## config.mk

```make
export PLATFORM = sky130hd
export DESIGN_NAME = ddr2_local_master_flat
export DESIGN_NICKNAME = d
export VERILOG_FILES = /design/src/rtl/ddr2_local_master_pkg.sv /design/src/rtl/ddr2_local_master_if.sv /design/src/rtl/ddr2_local_master_rdfifo.sv /design/src/rtl/ddr2_local_master.sv /design/src/flat_wrapper.sv
export SDC_FILE = /design/constraint.sdc
export NUM_CORES = 1
export LEC_CHECK = 0
export BUFFER_PORTS_ARGS = -buffer_cell sky130_fd_sc_hd__clkbuf_2
export CORE_UTILIZATION = 47
export DETAILED_ROUTE_END_ITERATION = 10
export PLACE_DENSITY = 0.75
export SLEW_MARGIN = 20
export SYNTH_ARGS = -nofsm -noshare
export SYNTH_HDL_FRONTEND = slang
export SYNTH_HIERARCHICAL = 1
export SYNTH_SLANG_ARGS = --single-unit
```

## constraint.sdc

```tcl
create_clock -name clk -period 4.6 [get_ports clk]
set_input_delay 0.69 -clock clk [delete_from_list [all_inputs] [get_ports clk]]
set_output_delay 0.69 -clock clk [all_outputs]
set_load 0.1 [all_outputs]
```

## src/rtl/ddr2_local_master_pkg.sv

```systemverilog
// Shared types and default sizing for the DDR2 local-interface master.
package ddr2_local_master_pkg;

    typedef enum logic [1:0] {
        IDLE = 2'd0,
        WR   = 2'd1,
        RD   = 2'd2
    } state_t;

    localparam int DEF_ADDR_W    = 25;
    localparam int DEF_DATA_W    = 64;
    localparam int DEF_BE_W      = 8;
    localparam int DEF_SIZE_W    = 3;
    localparam int DEF_MAX_BURST = 4;
    localparam int DEF_RD_DEPTH  = 16;

    // Wide enough to hold RD_DEPTH and compare against any cmd_len without wrap.
    function automatic int credit_w(input int size_w, input int depth);
        return size_w + $clog2(depth) + 1;
    endfunction

endpackage

```

## src/rtl/ddr2_local_master_if.sv

```systemverilog
// User command/data channels and controller local bus, grouped for the master.
interface ddr2_local_master_if #(
    parameter int ADDR_W = 25,
    parameter int DATA_W = 64,
    parameter int BE_W   = 8,
    parameter int SIZE_W = 3
);
    logic              cmd_valid;
    logic              cmd_ready;
    logic              cmd_write;
    logic [ADDR_W-1:0] cmd_addr;
    logic [SIZE_W-1:0] cmd_len;
    logic              wr_valid;
    logic              wr_ready;
    logic [DATA_W-1:0] wr_data;
    logic [BE_W-1:0]   wr_be;
    logic              rd_valid;
    logic              rd_ready;
    logic [DATA_W-1:0] rd_data;
    logic              cmd_err;
    logic [ADDR_W-1:0] local_address;
    logic [SIZE_W-1:0] local_size;
    logic              local_burstbegin;
    logic              local_read_req;
    logic              local_write_req;
    logic [DATA_W-1:0] local_wdata;
    logic [BE_W-1:0]   local_be;
    logic              local_ready;
    logic [DATA_W-1:0] local_rdata;
    logic              local_rdata_valid;
    logic              local_init_done;

    modport master (
        input  cmd_valid, cmd_write, cmd_addr, cmd_len,
        input  wr_valid, wr_data, wr_be, rd_ready,
        input  local_ready, local_rdata, local_rdata_valid, local_init_done,
        output cmd_ready, wr_ready, rd_valid, rd_data, cmd_err,
        output local_address, local_size, local_burstbegin,
        output local_read_req, local_write_req, local_wdata, local_be
    );

    modport slave (
        output cmd_valid, cmd_write, cmd_addr, cmd_len,
        output wr_valid, wr_data, wr_be, rd_ready,
        output local_ready, local_rdata, local_rdata_valid, local_init_done,
        input  cmd_ready, wr_ready, rd_valid, rd_data, cmd_err,
        input  local_address, local_size, local_burstbegin,
        input  local_read_req, local_write_req, local_wdata, local_be
    );

endinterface

```

## src/rtl/ddr2_local_master_rdfifo.sv

```systemverilog
// First-word-fall-through read-return FIFO; head word is visible combinationally.
module ddr2_local_master_rdfifo #(
    parameter int DATA_W   = 64,
    parameter int RD_DEPTH = 16
) (
    input  logic                        clk,
    input  logic                        reset,
    input  logic                        i_push,
    input  logic [DATA_W-1:0]           i_data,
    input  logic                        i_pop,
    output logic [DATA_W-1:0]           o_data,
    output logic [$clog2(RD_DEPTH):0]   o_count
);
    localparam int AW = $clog2(RD_DEPTH);

    logic [DATA_W-1:0] r_mem [RD_DEPTH];
    logic [AW-1:0]     r_wptr;
    logic [AW-1:0]     r_rptr;
    logic [AW:0]       r_count;

    always_ff @(posedge clk) begin
        if (reset) begin
            r_wptr  <= '0;
            r_rptr  <= '0;
            r_count <= '0;
        end else begin
            if (i_push) r_wptr <= r_wptr + 1'b1;
            if (i_pop)  r_rptr <= r_rptr + 1'b1;
            case ({i_push, i_pop})
                2'b10:   r_count <= r_count + 1'b1;
                2'b01:   r_count <= r_count - 1'b1;
                default: r_count <= r_count;
            endcase
        end
    end

    always_ff @(posedge clk) begin
        if (i_push) r_mem[r_wptr] <= i_data;
    end

    assign o_data  = r_mem[r_rptr];
    assign o_count = r_count;

endmodule

```

## src/rtl/ddr2_local_master.sv

```systemverilog
// DDR2 local-interface burst master with credit-guarded read FIFO.
// Optional counters enabled by defining DDR2_LOCAL_MASTER_STATS_EN.
module ddr2_local_master
    import ddr2_local_master_pkg::*;
#(
    parameter int ADDR_W    = DEF_ADDR_W,
    parameter int DATA_W    = DEF_DATA_W,
    parameter int BE_W      = DEF_BE_W,
    parameter int SIZE_W    = DEF_SIZE_W,
    parameter int MAX_BURST = DEF_MAX_BURST,
    parameter int RD_DEPTH  = DEF_RD_DEPTH
) (
    input  logic                clk,
    input  logic                reset,
    ddr2_local_master_if.master bus,
    output logic [31:0]         stat_wr_beats,
    output logic [31:0]         stat_rd_beats,
    output logic [31:0]         stat_stall
);
    localparam int CW    = credit_w(SIZE_W, RD_DEPTH);
    localparam int CNT_W = $clog2(RD_DEPTH) + 1;

    state_t             r_state;
    state_t             w_next;
    logic [ADDR_W-1:0]  r_addr;
    logic [SIZE_W-1:0]  r_size;
    logic [SIZE_W-1:0]  r_beats;
    logic               r_first;
    logic               r_cmd_err;
    logic [CW-1:0]      r_credits;
    logic [CNT_W-1:0]   w_fifo_count;
    logic [DATA_W-1:0]  w_fifo_data;
    logic               w_len_ok;
    logic               w_cmd_ready;
    logic               w_cmd_fire;
    logic               w_accept;
    logic               w_rd_accept;
    logic               w_wr_beat;
    logic               w_rd_valid;
    logic               w_pop;

    assign w_len_ok    = (bus.cmd_len != '0) && (CW'(bus.cmd_len) <= CW'(MAX_BURST));
    assign w_cmd_ready = (r_state == IDLE) && bus.local_init_done &&
                         (bus.cmd_write || (r_credits >= CW'(bus.cmd_len)));
    assign w_cmd_fire  = bus.cmd_valid && w_cmd_ready;
    assign w_accept    = w_cmd_fire && w_len_ok;
    assign w_rd_accept = w_accept && !bus.cmd_write;
    assign w_wr_beat   = (r_state == WR) && bus.wr_valid && bus.local_ready;
    assign w_rd_valid  = (w_fifo_count != '0);
    assign w_pop       = w_rd_valid && bus.rd_ready;

    always_ff @(posedge clk) begin
        if (reset) r_state <= IDLE;
        else       r_state <= w_next;
    end

    always_comb begin
        w_next               = r_state;
        bus.local_write_req  = 1'b0;
        bus.local_read_req   = 1'b0;
        bus.local_burstbegin = 1'b0;
        bus.local_wdata      = '0;
        bus.local_be         = '0;
        bus.wr_ready         = 1'b0;
        case (r_state)
            IDLE: begin
                if (w_accept) w_next = bus.cmd_write ? WR : RD;
            end
            WR: begin
                bus.local_write_req  = bus.wr_valid;
                bus.local_wdata      = bus.wr_data;
                bus.local_be         = bus.wr_be;
                bus.wr_ready         = bus.local_ready;
                bus.local_burstbegin = r_first && bus.wr_valid;
                if (w_wr_beat && (r_beats == SIZE_W'(1))) w_next = IDLE;
            end
            RD: begin
                bus.local_read_req   = 1'b1;
                bus.local_burstbegin = 1'b1;
                if (bus.local_ready) w_next = IDLE;
            end
            default: w_next = IDLE;
        endcase
    end

    // Credits are reserved at read acceptance and returned one per popped beat.
    always_ff @(posedge clk) begin
        if (reset) begin
            r_addr    <= '0;
            r_size    <= '0;
            r_beats   <= '0;
            r_first   <= 1'b0;
            r_cmd_err <= 1'b0;
            r_credits <= CW'(RD_DEPTH);
        end else begin
            r_cmd_err <= w_cmd_fire && !w_len_ok;
            if (w_accept) begin
                r_addr  <= bus.cmd_addr;
                r_size  <= bus.cmd_len;
                r_beats <= bus.cmd_len;
                r_first <= 1'b1;
            end else if (w_wr_beat) begin
                r_beats <= r_beats - 1'b1;
                r_first <= 1'b0;
            end
            r_credits <= r_credits
                       - (w_rd_accept ? CW'(bus.cmd_len) : {CW{1'b0}})
                       + (w_pop ? CW'(1) : {CW{1'b0}});
        end
    end

    ddr2_local_master_rdfifo #(
        .DATA_W   (DATA_W),
        .RD_DEPTH (RD_DEPTH)
    ) u_rdfifo (
        .clk     (clk),
        .reset   (reset),
        .i_push  (bus.local_rdata_valid),
        .i_data  (bus.local_rdata),
        .i_pop   (w_pop),
        .o_data  (w_fifo_data),
        .o_count (w_fifo_count)
    );

    assign bus.cmd_ready     = w_cmd_ready;
    assign bus.cmd_err       = r_cmd_err;
    assign bus.local_address = r_addr;
    assign bus.local_size    = r_size;
    assign bus.rd_valid      = w_rd_valid;
    assign bus.rd_data       = w_rd_valid ? w_fifo_data : '0;

`ifdef DDR2_LOCAL_MASTER_STATS_EN
    logic [31:0] r_stat_wr;
    logic [31:0] r_stat_rd;
    logic [31:0] r_stat_stall;

    always_ff @(posedge clk) begin
        if (reset) begin
            r_stat_wr    <= '0;
            r_stat_rd    <= '0;
            r_stat_stall <= '0;
        end else begin
            if (w_wr_beat)              r_stat_wr <= r_stat_wr + 1'b1;
            if (bus.local_rdata_valid)  r_stat_rd <= r_stat_rd + 1'b1;
            if ((bus.local_read_req || bus.local_write_req) && !bus.local_ready)
                r_stat_stall <= r_stat_stall + 1'b1;
        end
    end

    assign stat_wr_beats = r_stat_wr;
    assign stat_rd_beats = r_stat_rd;
    assign stat_stall    = r_stat_stall;
`else
    assign stat_wr_beats = '0;
    assign stat_rd_beats = '0;
    assign stat_stall    = '0;
`endif

endmodule

```

## src/flat_wrapper.sv

```systemverilog
// flat-port wrapper written by rule: the top's interface ports become plain ports
module ddr2_local_master_flat import ddr2_local_master_pkg::*;
#(
    parameter int ADDR_W    = DEF_ADDR_W,
    parameter int DATA_W    = DEF_DATA_W,
    parameter int BE_W      = DEF_BE_W,
    parameter int SIZE_W    = DEF_SIZE_W,
    parameter int MAX_BURST = DEF_MAX_BURST,
    parameter int RD_DEPTH  = DEF_RD_DEPTH
)
  (clk, reset, stat_wr_beats, stat_rd_beats, stat_stall, bus_cmd_valid, bus_cmd_write, bus_cmd_addr, bus_cmd_len, bus_wr_valid, bus_wr_data, bus_wr_be, bus_rd_ready, bus_local_ready, bus_local_rdata, bus_local_rdata_valid, bus_local_init_done, bus_cmd_ready, bus_wr_ready, bus_rd_valid, bus_rd_data, bus_cmd_err, bus_local_address, bus_local_size, bus_local_burstbegin, bus_local_read_req, bus_local_write_req, bus_local_wdata, bus_local_be);
  ddr2_local_master_if #(.ADDR_W(ADDR_W), .DATA_W(DATA_W), .BE_W(BE_W), .SIZE_W(SIZE_W)) bus_i ();
  input  logic clk;
  input  logic reset;
  output logic [31:0] stat_wr_beats;
  output logic [31:0] stat_rd_beats;
  output logic [31:0] stat_stall;
  input wire logic [$bits(bus_i.cmd_valid)-1:0] bus_cmd_valid;
  input wire logic [$bits(bus_i.cmd_write)-1:0] bus_cmd_write;
  input wire logic [$bits(bus_i.cmd_addr)-1:0] bus_cmd_addr;
  input wire logic [$bits(bus_i.cmd_len)-1:0] bus_cmd_len;
  input wire logic [$bits(bus_i.wr_valid)-1:0] bus_wr_valid;
  input wire logic [$bits(bus_i.wr_data)-1:0] bus_wr_data;
  input wire logic [$bits(bus_i.wr_be)-1:0] bus_wr_be;
  input wire logic [$bits(bus_i.rd_ready)-1:0] bus_rd_ready;
  input wire logic [$bits(bus_i.local_ready)-1:0] bus_local_ready;
  input wire logic [$bits(bus_i.local_rdata)-1:0] bus_local_rdata;
  input wire logic [$bits(bus_i.local_rdata_valid)-1:0] bus_local_rdata_valid;
  input wire logic [$bits(bus_i.local_init_done)-1:0] bus_local_init_done;
  output wire logic [$bits(bus_i.cmd_ready)-1:0] bus_cmd_ready;
  output wire logic [$bits(bus_i.wr_ready)-1:0] bus_wr_ready;
  output wire logic [$bits(bus_i.rd_valid)-1:0] bus_rd_valid;
  output wire logic [$bits(bus_i.rd_data)-1:0] bus_rd_data;
  output wire logic [$bits(bus_i.cmd_err)-1:0] bus_cmd_err;
  output wire logic [$bits(bus_i.local_address)-1:0] bus_local_address;
  output wire logic [$bits(bus_i.local_size)-1:0] bus_local_size;
  output wire logic [$bits(bus_i.local_burstbegin)-1:0] bus_local_burstbegin;
  output wire logic [$bits(bus_i.local_read_req)-1:0] bus_local_read_req;
  output wire logic [$bits(bus_i.local_write_req)-1:0] bus_local_write_req;
  output wire logic [$bits(bus_i.local_wdata)-1:0] bus_local_wdata;
  output wire logic [$bits(bus_i.local_be)-1:0] bus_local_be;
  assign bus_i.cmd_valid = bus_cmd_valid;
  assign bus_i.cmd_write = bus_cmd_write;
  assign bus_i.cmd_addr = bus_cmd_addr;
  assign bus_i.cmd_len = bus_cmd_len;
  assign bus_i.wr_valid = bus_wr_valid;
  assign bus_i.wr_data = bus_wr_data;
  assign bus_i.wr_be = bus_wr_be;
  assign bus_i.rd_ready = bus_rd_ready;
  assign bus_i.local_ready = bus_local_ready;
  assign bus_i.local_rdata = bus_local_rdata;
  assign bus_i.local_rdata_valid = bus_local_rdata_valid;
  assign bus_i.local_init_done = bus_local_init_done;
  assign bus_cmd_ready = bus_i.cmd_ready;
  assign bus_wr_ready = bus_i.wr_ready;
  assign bus_rd_valid = bus_i.rd_valid;
  assign bus_rd_data = bus_i.rd_data;
  assign bus_cmd_err = bus_i.cmd_err;
  assign bus_local_address = bus_i.local_address;
  assign bus_local_size = bus_i.local_size;
  assign bus_local_burstbegin = bus_i.local_burstbegin;
  assign bus_local_read_req = bus_i.local_read_req;
  assign bus_local_write_req = bus_i.local_write_req;
  assign bus_local_wdata = bus_i.local_wdata;
  assign bus_local_be = bus_i.local_be;
  ddr2_local_master #(.ADDR_W(ADDR_W), .DATA_W(DATA_W), .BE_W(BE_W), .SIZE_W(SIZE_W), .MAX_BURST(MAX_BURST), .RD_DEPTH(RD_DEPTH)) u_core (.clk(clk), .reset(reset), .bus(bus_i), .stat_wr_beats(stat_wr_beats), .stat_rd_beats(stat_rd_beats), .stat_stall(stat_stall));
endmodule
```

Yosys cells after proc, flatten, opt, wreduce, memory -nomap -nowiden
Memory sizes are Yosys's and may differ from the RTL's. A register that Yosys moved wholly into a read port is not among the register bits.
Cells that the tools add are included.
{"block": "op_classes", "n_addsub": 7, "n_mul": 0, "div": 0, "order_cmp": 2, "eq_ne": 8, "shift": 0, "n_mux": 23, "bitwise": 0, "n_reduce_logical": 21}
{"op": "64-bit two-way mux", "count": 2}
{"op": "1-bit logical AND", "count": 12}
{"op": "5-bit one-hot mux with 2 select lines", "count": 1}
{"op": "3-bit two-way mux", "count": 3}
{"op": "4-bit by 1-bit adder with 4-bit output (second input constant)", "count": 2}
{"op": "8-bit adder", "count": 1}
{"op": "8-bit by 3-bit greater-or-equal comparator with 1-bit output", "count": 1}
{"op": "1-bit two-way mux", "count": 8}
{"op": "2-bit two-way mux", "count": 4}
{"op": "4-bit two-way mux", "count": 2}
{"op": "8-bit two-way mux", "count": 1}
{"op": "8-bit subtractor", "count": 1}
{"op": "2-bit one-hot mux with 3 select lines", "count": 1}
{"op": "5-bit by 1-bit adder with 5-bit output (second input constant)", "count": 1}
{"op": "5-bit nonzero test", "count": 1}
{"op": "5-bit by 1-bit subtractor with 5-bit output (second input constant)", "count": 1}
{"op": "2-bit by 1-bit equality test with 1-bit output (second input constant)", "count": 2}
{"op": "2-bit equality test (second input constant)", "count": 2}
{"op": "2-bit != test (second input constant)", "count": 2}
{"op": "2-bit nonzero test", "count": 2}
{"op": "3-bit by 1-bit equality test with 1-bit output (second input constant)", "count": 1}
{"op": "3-bit less-or-equal comparator (second input constant)", "count": 1}
{"op": "3-bit AND reduction", "count": 1}
{"op": "3-bit nonzero test", "count": 1}
{"op": "other kinds (6)", "count": 7}
{"block": "word_totals", "register_bits": 56, "latchBits": 0, "ram_bits": 1024, "romBits": 0, "in_bits": 173, "out_inout_bits": 267, "word_cells": 72, "n_memories": 1}
{"memory": "u_core.u_rdfifo.r_mem", "depth": 16, "width": 64, "rd": 1, "rd_clocked_by_memory_dff": 1, "wr": 1, "line_no": "ddr2_local_master_rdfifo.sv:16", "source": "logic [DATA_W-1:0] r_mem [RD_DEPTH];"}

Depth between registers and ports, before layout
Gate-level depths: netlist of the first run.
{"block": "depth", "depth_word": 9, "ltp_mapped": 18, "mapped_depth_nobuf": 17}

Cells and area by module
Netlist of the first run, hierarchy kept.
{"mod": "ddr2_local_master_rdfifo", "instances": 1, "cells_per_inst": 1667, "area_per_inst_um2": 39123.8, "seq_area_each_um2": 31089.8}
{"mod": "ddr2_local_master", "instances": 1, "cells_per_inst": 523, "area_per_inst_um2": 3980.1, "seq_area_each_um2": 860.8}

Least setup slack after synthesis of the first run
No wires, ideal clock.
{"block": "synth_timing", "path_type": "input to output", "start": "input bus_wr_valid", "end": "output bus_local_burstbegin", "arrival_time_ps": 2978, "required_ps": 3910, "setup_slack_ps": 932, "path_stages": 3, "n_path_buf": 0, "cell_sequence": "and2_1 > a21oi_1 > nor2b_1"}
{"block": "synth_between", "elab_chain_len": 2}
{"element": "start, declared", "line_no": "flat_wrapper.sv:22", "source": "input wire logic [$bits(bus_i.wr_valid)-1:0] bus_wr_valid;"}
{"element": "1-bit logical AND", "line_no": "ddr2_local_master.sv:74", "source": "bus.local_burstbegin = r_first && bus.wr_valid;"}
{"element": "1-bit one-hot mux with 2 select lines", "line_no": "ddr2_local_master.sv:65", "source": "case (r_state)"}
{"element": "end, declared", "line_no": "flat_wrapper.sv:37", "source": "output wire logic [$bits(bus_i.local_burstbegin)-1:0] bus_local_burstbegin;"}
Every way passes these cells.

==> flow_metrics.py, run 1 <==
metrics = {
    "hold_path": {
        "min-delay-start": "bus_cmd_addr[19]",
        "hold_path_depth": 3,
        "timing.hold.worst.class": "in -> reg",
    },
    "grt": {
        "grt_max_degree": 95,
        "antenna_found_initial": 17,
        "grt_pass1_wl_um": 150200,
        "globalRoute.totalOverflow": 0,
        "grt_use_total": 0.2222,
        "first_global_vias": 22769,
    },
    "critical_path": {
        "cp_top_family": "flip-flops",
        "timing.critical_path.slowest_cell_delay_ps": 850,
        "worstSetupPathDepth": 6,
        "critical_path.cell_chain": "buf_4 > mux4_2 > a22oi_1 > nand2_1 > nor2b_1 > clkbuf_2",
        "critical_path_required_ps": 3910,
        "critical_path_peak_fanout": 34,
        "worstSetupPathType": "reg -> out",
        "timing.critical_path.slowest_stage_cell": "sky130_fd_sc_hd__dfxtp_4",
        "reg_to_reg_start": "u_core/r_credits[2]",
        "cp-start-kind": "flip-flop",
        "worst-r2r-cell-count": 16,
        "worst_setup_path_end_kind": "output port",
        "path_buf_inv": 2,
        "worst_ep_arrival_time_ps": 3470,
    },
    "logic_synthesis": {
        "muxShareOfSynthArea": 0.1350,
        "yosysSeqAreaShare": 0.7412,
        "dominant_combinational_cell_family_by_area_after_synthesis": "multiplexers",
        "synth-seq-cells": 1084,
        "simple_gate_fraction_of_synth_area": 0.04136,
        "synth_commonest_cells": "1024 x sky130_fd_sc_hd__edfxtp_1, 256 x sky130_fd_sc_hd__mux4_2, 128 x sky130_fd_sc_hd__a22oi_1",
        "ys_dominant_reg_cell": "sky130_fd_sc_hd__edfxtp_1",
        "netlist_area_um2": 43100,
        "synth_compound_gate_area_share": 0.03495,
        "synthDominantCellAreaShare": 0.7134,
        "post-synth-top-count-cell": "sky130_fd_sc_hd__edfxtp_1",
        "synth_cell_type_count": 56,
        "synth_area_leaders": "sky130_fd_sc_hd__edfxtp_1 71%, sky130_fd_sc_hd__mux4_2 13%, sky130_fd_sc_hd__dfxtp_1 2.8%, sky130_fd_sc_hd__a22oi_1 2.2%, sky130_fd_sc_hd__buf_4 1.8%",
        "synth_cells": 2190,
        "number_of_enable_type_register_cells_in_the_synthesized_netlist": 1024,
        "ys_warn_count": 6,
        "yosys.area_share.adder": 0.009463,
        "synth_area_leader_cell": "sky130_fd_sc_hd__edfxtp_1",
        "synth-async-reset-ratio": 0,
        "synth_xor_area_frac": 0.003454,
        "postSynthAreaPerCell_um2": 19.68,
    },
    "floorplanning": {
        "fp.dieH_um": 304.8,
        "row_count": 110,
        "initial_utilization": 0.4767,
        "coreArea_um2": 90420,
        "floorplan.die.width_um": 304.8,
        "die_area_um2": 92920,
        "io_pins": 440,
    },
    "detailed_routing": {
        "drt_drc_violations_left": 0,
        "detail_route.wl_per_cell_um": 27.10,
        "routed_wirelength_um": 103900,
        "drt_first_iter_violations": 2081,
        "drt_pass_1_iters": 5,
        "num_vias": 22184,
        "route.detailed.vias_per_inst": 5.788,
        "route.antenna.remaining_nets": 0,
    },
    "timing": {
        "finalCritPeriodShare": 0.9037,
        "slew_headroom": 0.3285,
        "fmaxAchievable_mhz": 240.6,
        "drv_slew": 0,
        "final-hold-violation-count": 0,
        "clock-skew-final_ps": 22.62,
        "rsz0062_at_grt": "no",
        "finalSetupViolCount": 0,
        "timing_worst_slew_pin_value_ps": 1007,
        "layout_min_cycle_time_ps": 4157,
        "finalSetupTns_ps": 0,
        "setup_ws_ps": 442.9,
        "fin_hold_ws_ps": 262.6,
    },
    "layout": {
        "seqCellArea_um2": 31960,
        "design.final.nets": 2772,
        "instances_no_fill": 3833,
        "syn_to_final_growth_pct": 14.56,
        "layout.core_utilization": 0.5461,
        "final.fill_count": 6737,
        "post-route-cell-area_um2": 49380,
        "multiInputGateArea_um2": 10120,
        "drive_above_1_share": 0.3127,
    },
    "placement": {
        "dp_hpwl_um": 57840,
        "dp.cells": 3635,
        "finalWeightedCongestion": 0.8288,
        "worst_setup_slack_before_clock_tree_synthesis_ps": 531.4,
        "port-buffer-count": 343,
        "placed_cell_area_um2": 46010,
    },
    "flow_run": {
        "drv_cap": 0,
    },
    "clock_network": {
        "postCtsSetupRepairBufs": 0,
        "tritoncts.num_buffers": 106,
        "clock-root-buffer": "sky130_fd_sc_hd__clkbuf_16",
        "postCtsResizedCells": 0,
        "insertion_delay_ps": 660,
        "cts.reportedPaths.clkPinSlew_ps": 60,
        "cts_hold_buf": 0,
        "clk_path_buf_depth": 3,
        "cts.sinks": 1084,
        "clock_tree.htree_level_count": 3,
        "tritoncts": "built",
    },
    "power": {
        "power-per-cell-area_nw_per_um2": 549.9,
        "leakagePower_nw": 16.53,
        "vdd.ir_drop.worst_mv": 0.6765,
        "finalPower_mw": 27.15,
    },
    "outcome": {
        "status": "finished clean",
    },
}
final timing paths:
| check | endpoint | slack (ps) |
|---|---|---|
| setup / recovery | bus_rd_data[44] | 440 |
| hold / removal | u_core/bus.local_address[19] | 260 |
| setup reg to reg | u_core/r_credits[6] | 1090 |
| hold reg to reg | u_core/bus.local_address[16] | 480 |
routing by layer:
| layer | wire length, um | global-route usage | up-vias |
|---|---|---|---|
| met1 | 39150 | 0.2780 | 11554 |
| li1 | - | - | 9397 |
| met4 | 3774 | 0.08774 | 22 |
| met3 | 8123 | 0.04958 | 197 |
| met5 | 149 | 0 | - |
| met2 | 52660 | 0.3766 | 1014 |
sequential cells by signal, indices dropped and copies added (netlist names), named ones only:
name,cells
u_core/r_credits,8
u_core/bus.local_address,25
u_core/u_rdfifo/r_mem,1024
u_core/r_first,1
u_core/u_rdfifo/o_count,5
u_core/bus.cmd_err,1
u_core/u_rdfifo/r_rptr,4
u_core/r_beats,3
u_core/r_state,2
u_core/u_rdfifo/r_wptr,4
u_core/bus.local_size,3
worst min-delay path, stage by stage:
cell                       delay, ps
sky130_fd_sc_hd__clkbuf_2         80
sky130_fd_sc_hd__nand3_1          50
sky130_fd_sc_hd__a21oi_1          60
cell families (layout without fill, tap and decap cells):
| logic type | after synthesis | count (layout) |
|---|---|---|
| multiplexers | 261 | 261 |
| buffers and inverters | 244 | 610 |
| other | 1 | 102 |
| adder cells (fa/ha/maj) | 32 | 32 |
| AO/OA/AOI/OAI | 221 | 221 |
| XOR/XNOR | 17 | 17 |
| AND/OR/NAND/NOR | 330 | 330 |
| flip-flops | 1084 | 1084 |
final cells by class:
type,instances,share of cell area
inverters,27,0.002052
repair buffers,391,0.04789
multi-input cells,957,0.2050
flip-flops and latches,1084,0.6472
clock inverters,62,0.01173
diodes,6,0.0003041
well taps,1176,0.02980
clock buffers,130,0.05597
report_power, final:
group | internal, mW | switching, mW
registers | 11.0 | 0.161
clock network | 4.77 | 3.56
logic | 1.92 | 5.76
total | 17.7 | 9.48
cell usage in the layout (no fill, tap or decap), types with 4 or more instances in the layout:
cell type                       n
sky130_fd_sc_hd__clkinv_2      11
sky130_fd_sc_hd__nand3_1       30
sky130_fd_sc_hd__conb_1        96
sky130_fd_sc_hd__nor2_1        24
sky130_fd_sc_hd__clkinvlp_4     4
sky130_fd_sc_hd__clkbuf_16    107
sky130_fd_sc_hd__clkinv_1      27
sky130_fd_sc_hd__o211ai_1       4
sky130_fd_sc_hd__o21ai_0       27
sky130_fd_sc_hd__nand2_1       78
sky130_fd_sc_hd__a22oi_1      128
sky130_fd_sc_hd__inv_6          6
sky130_fd_sc_hd__xnor2_1        6
sky130_fd_sc_hd__edfxtp_1    1024
sky130_fd_sc_hd__dfxtp_1       58
sky130_fd_sc_hd__mux4_2       256
sky130_fd_sc_hd__inv_1         23
sky130_fd_sc_hd__buf_12        23
sky130_fd_sc_hd__nor2b_1       71
sky130_fd_sc_hd__nor3_1         7
sky130_fd_sc_hd__ha_1          30
sky130_fd_sc_hd__and2_1        74
sky130_fd_sc_hd__nand4_1        6
sky130_fd_sc_hd__xor2_1         9
sky130_fd_sc_hd__clkbuf_1      23
sky130_fd_sc_hd__buf_4         25
sky130_fd_sc_hd__a21oi_1       33
sky130_fd_sc_hd__diode_2        6
sky130_fd_sc_hd__bufinv_16      9
sky130_fd_sc_hd__o31ai_1        4
sky130_fd_sc_hd__o21ai_1        8
sky130_fd_sc_hd__and2_4        16
sky130_fd_sc_hd__clkbuf_2     343
Power figures use the tool's default switching activity.
==> inputs of run 2 (changes only) <==
--- a/config.mk
+++ b/config.mk
@@ -6,9 +6,9 @@
 export NUM_CORES = 1
 export LEC_CHECK = 0
 export BUFFER_PORTS_ARGS = -buffer_cell sky130_fd_sc_hd__clkbuf_2
-export CORE_UTILIZATION = 47
+export CORE_UTILIZATION = 59
 export DETAILED_ROUTE_END_ITERATION = 10
-export PLACE_DENSITY = 0.75
+export PLACE_DENSITY = 0.89
 export SLEW_MARGIN = 20
 export SYNTH_ARGS = -nofsm -noshare
 export SYNTH_HDL_FRONTEND = slang
==> run 2 against run 1 <==
  * Cell count decreased by 5.8%
  * Hold slack worse by 15 ps
  * Global-route usage grew 7.6 points
  * First-iteration DRC count up 19%
  * Clock skew increased by 17 ps
  * Highest routed layer unchanged
==> flow_metrics.py, run 2 (synthesis gave the netlist of run 1 again) <==
metrics = {
    "outcome": {
        "status": "finished clean",
    },
    "power": {
        "power.combinational.fraction": 0.288,
        "sequentialPowerShare": 0.410,
        "leakagePower_nw": 16.54,
        "finalPower_mw": 27.16,
        "vdd.ir_drop.worst_mv": 0.4871,
        "p_int_mw": 17.45,
        "swShare": 0.3577,
        "power-per-cell-area_nw_per_um2": 555.0,
        "clkPwrFrac": 0.301,
        "p_switching_mw": 9.717,
    },
    "placement": {
        "dp_hpwl_um": 60080,
        "port-buffer-count": 343,
        "finalWeightedCongestion": 0.8617,
        "dp.cells": 3420,
    },
    "critical_path": {
        "timing.critical_path.slowest_stage_cell": "sky130_fd_sc_hd__dfxtp_4",
        "cp-start-kind": "flip-flop",
        "critical_path_peak_fanout": 28,
        "path_buf_inv": 2,
        "worstSetupPathType": "reg -> out",
        "reg_to_reg_start": "u_core/r_state[0]",
        "timing.reg2reg.setup_slack_ps": 990,
        "worst_ep_arrival_time_ps": 3490,
        "critical_path_required_ps": 3910,
        "worst-r2r-cell-count": 17,
        "r2r-end": "u_core/r_credits[6]",
        "cp_top_family": "buffers and inverters",
        "worst_setup_path_end_kind": "output port",
        "critical_path.cell_chain": "buf_4 > mux4_2 > a22oi_1 > nand2_1 > nor2b_1 > clkbuf_2",
        "timing.critical_path.slowest_cell_delay_ps": 640,
    },
    "floorplanning": {
        "initial_utilization": 0.5999,
        "die_area_um2": 74140,
        "io_pins": 440,
        "fp.dieH_um": 272.3,
        "floorplan.die.width_um": 272.3,
        "coreArea_um2": 71850,
        "row_count": 98,
    },
    "clock_network": {
        "cts.sinks": 1084,
        "clock_tree.htree_level_count": 3,
        "postCtsSetupRepairBufs": 0,
        "clock-root-buffer": "sky130_fd_sc_hd__clkbuf_16",
        "clk_path_buf_depth": 3,
        "postCtsResizedCells": 0,
        "cts_hold_buf": 0,
        "tritoncts.num_buffers": 104,
        "insertion_delay_ps": 680,
        "tritoncts": "built",
        "cts.reportedPaths.clkPinSlew_ps": 70,
    },
    "layout": {
        "final.fill_count": 4256,
        "mostFrequentLayoutCells": "1024 x sky130_fd_sc_hd__edfxtp_1, 343 x sky130_fd_sc_hd__clkbuf_2, 256 x sky130_fd_sc_hd__mux4_2",
        "largest_register": "u_core/u_rdfifo/r_mem",
        "drive_above_1_share": 0.3181,
        "design.final.nets": 2781,
        "max_reg_flops": 1024,
        "layout.core_utilization": 0.6812,
        "syn_to_final_growth_pct": 13.56,
        "multiInputGateArea_um2": 10130,
        "seqCellArea_um2": 31960,
        "leading_cell_type_in_the_layout_fill_and_taps_excluded": "sky130_fd_sc_hd__edfxtp_1",
        "instances_no_fill": 3611,
    },
    "grt": {
        "first_global_vias": 24177,
        "grt_max_degree": 82,
        "antenna_found_initial": 12,
        "groute.layer.met1.usage": 0.3693,
        "grt_use_total": 0.2980,
        "grt_use_met3": 0.06471,
        "grt_pass1_wl_um": 157800,
        "globalRoute.totalOverflow": 0,
        "grt_most_used_layer": "met2",
        "grtUsageMet2": 0.4949,
    },
    "timing": {
        "rsz0062_at_grt": "no",
        "clock-skew-final_ps": 39.91,
        "finalSetupViolCount": 0,
        "final-hold-violation-count": 0,
        "finalSetupTns_ps": 0,
        "layout_min_cycle_time_ps": 4183,
        "fmaxAchievable_mhz": 239.1,
        "drv_slew": 0,
        "slew_headroom": 0.2165,
        "finalCritPeriodShare": 0.9093,
        "timing_worst_slew_pin_value_ps": 1175,
    },
    "detailed_routing": {
        "detail_route.wl_per_cell_um": 30.62,
        "drt_drc_violations_left": 0,
        "route.antenna.remaining_nets": 0,
        "drt_first_iter_violations": 2485,
        "route.detailed.vias_per_inst": 6.510,
        "drt_pass_1_iters": 5,
        "routed_wirelength_um": 110600,
        "num_vias": 23506,
    },
    "flow_run": {
        "drv_cap": 0,
    },
    "hold_path": {
        "hold_path_depth": 3,
        "timing.hold.worst_endpoint": "u_core/bus.local_address[4]",
        "timing.hold.worst.class": "in -> reg",
        "min-delay-start": "bus_cmd_addr[4]",
    },
}
[run 2: changes by cell type in the layout (fill, tap and decap cells not counted), sizes merged]
cell      change
diode         -1
clkinvlp      -1
bufinv        -4
buf          +11
clkinv        +8
clkbuf        -5
inv           -4
[run 2: stage by stage]
stage / hold WS, ps / worst slack, ps / instance area [um^2]
after CTS: 223.6 / 342.6 / 48920
after global routing: 244.1 / 245.0 / 48950
after global placement: 450.9 / 644.9 / 45660
after detailed placement: 462.1 / 433.3 / 45660
after floorplan: 478.2 / 931.5 / 43460
final: 247.7 / 417.3 / 48950
[run 2: metal layers]
| metal | part of all wire | routed length, um | up-vias |
|---|---|---|---|
| li1 | - | - | 9407 |
| met1 | 0.34 | 37390 | 11905 |
| met2 | 0.51 | 55960 | 1858 |
| met3 | 0.11 | 11830 | 324 |
| met4 | 0.048 | 5300 | 12 |
| met5 | 0.00080 | 88 | - |
[run 2: how the worst max path moves through the flow]
stage,from,endpoint,slack (ps),cells past startpoint
6_report,flip-flop,bus_rd_data[52],420,6
5_1_grt,flip-flop,bus_rd_data[0],250,6
4_1_cts,flip-flop,bus_rd_data[55],340,6
3_5_place_dp,bus_cmd_len[2],u_core/r_credits[6],430,18
3_3_place_gp,bus_cmd_len[2],u_core/r_credits[6],640,18
2_1_floorplan,bus_wr_valid,bus_local_burstbegin,930,3
[run 2: power groups by stage]
stage | combinational (mW) | sequential (mW) | clock [mW]
final | 7.83 | 11.1 | 8.18
after global routing | 8.11 | 11.2 | 8.63
after CTS | 7.85 | 11.1 | 8.26
after detailed placement | 7.76 | 11.3 | 0
after global placement | 7.58 | 11.3 | 0
after floorplan | 6.36 | 11.4 | 0
[run 2: worst register-to-register path: stages (launching register included)]
cell and delay, ps:
sky130_fd_sc_hd__dfxtp_1 350, sky130_fd_sc_hd__inv_1 100, sky130_fd_sc_hd__ha_1 290, sky130_fd_sc_hd__nand3_2 150
sky130_fd_sc_hd__nor2_1 220, sky130_fd_sc_hd__a21oi_2 130, sky130_fd_sc_hd__nor2_4 210, sky130_fd_sc_hd__and3_1 200
sky130_fd_sc_hd__ha_1 230, sky130_fd_sc_hd__inv_1 70, sky130_fd_sc_hd__ha_1 160, sky130_fd_sc_hd__inv_1 60
sky130_fd_sc_hd__fa_1 380, sky130_fd_sc_hd__nor2b_1 190, sky130_fd_sc_hd__o21a_1 160, sky130_fd_sc_hd__o21ai_0 110
sky130_fd_sc_hd__or4_1 410, sky130_fd_sc_hd__nand3_1 100
[run 2: layout make-up]
type	count	area share
well taps	950	0.02428
flip-flops and latches	1084	0.6529
clock inverters	61	0.01063
clock buffers	125	0.05606
diodes	5	0.0002556
inverters	27	0.002070
repair buffers	402	0.04693
multi-input cells	957	0.2069
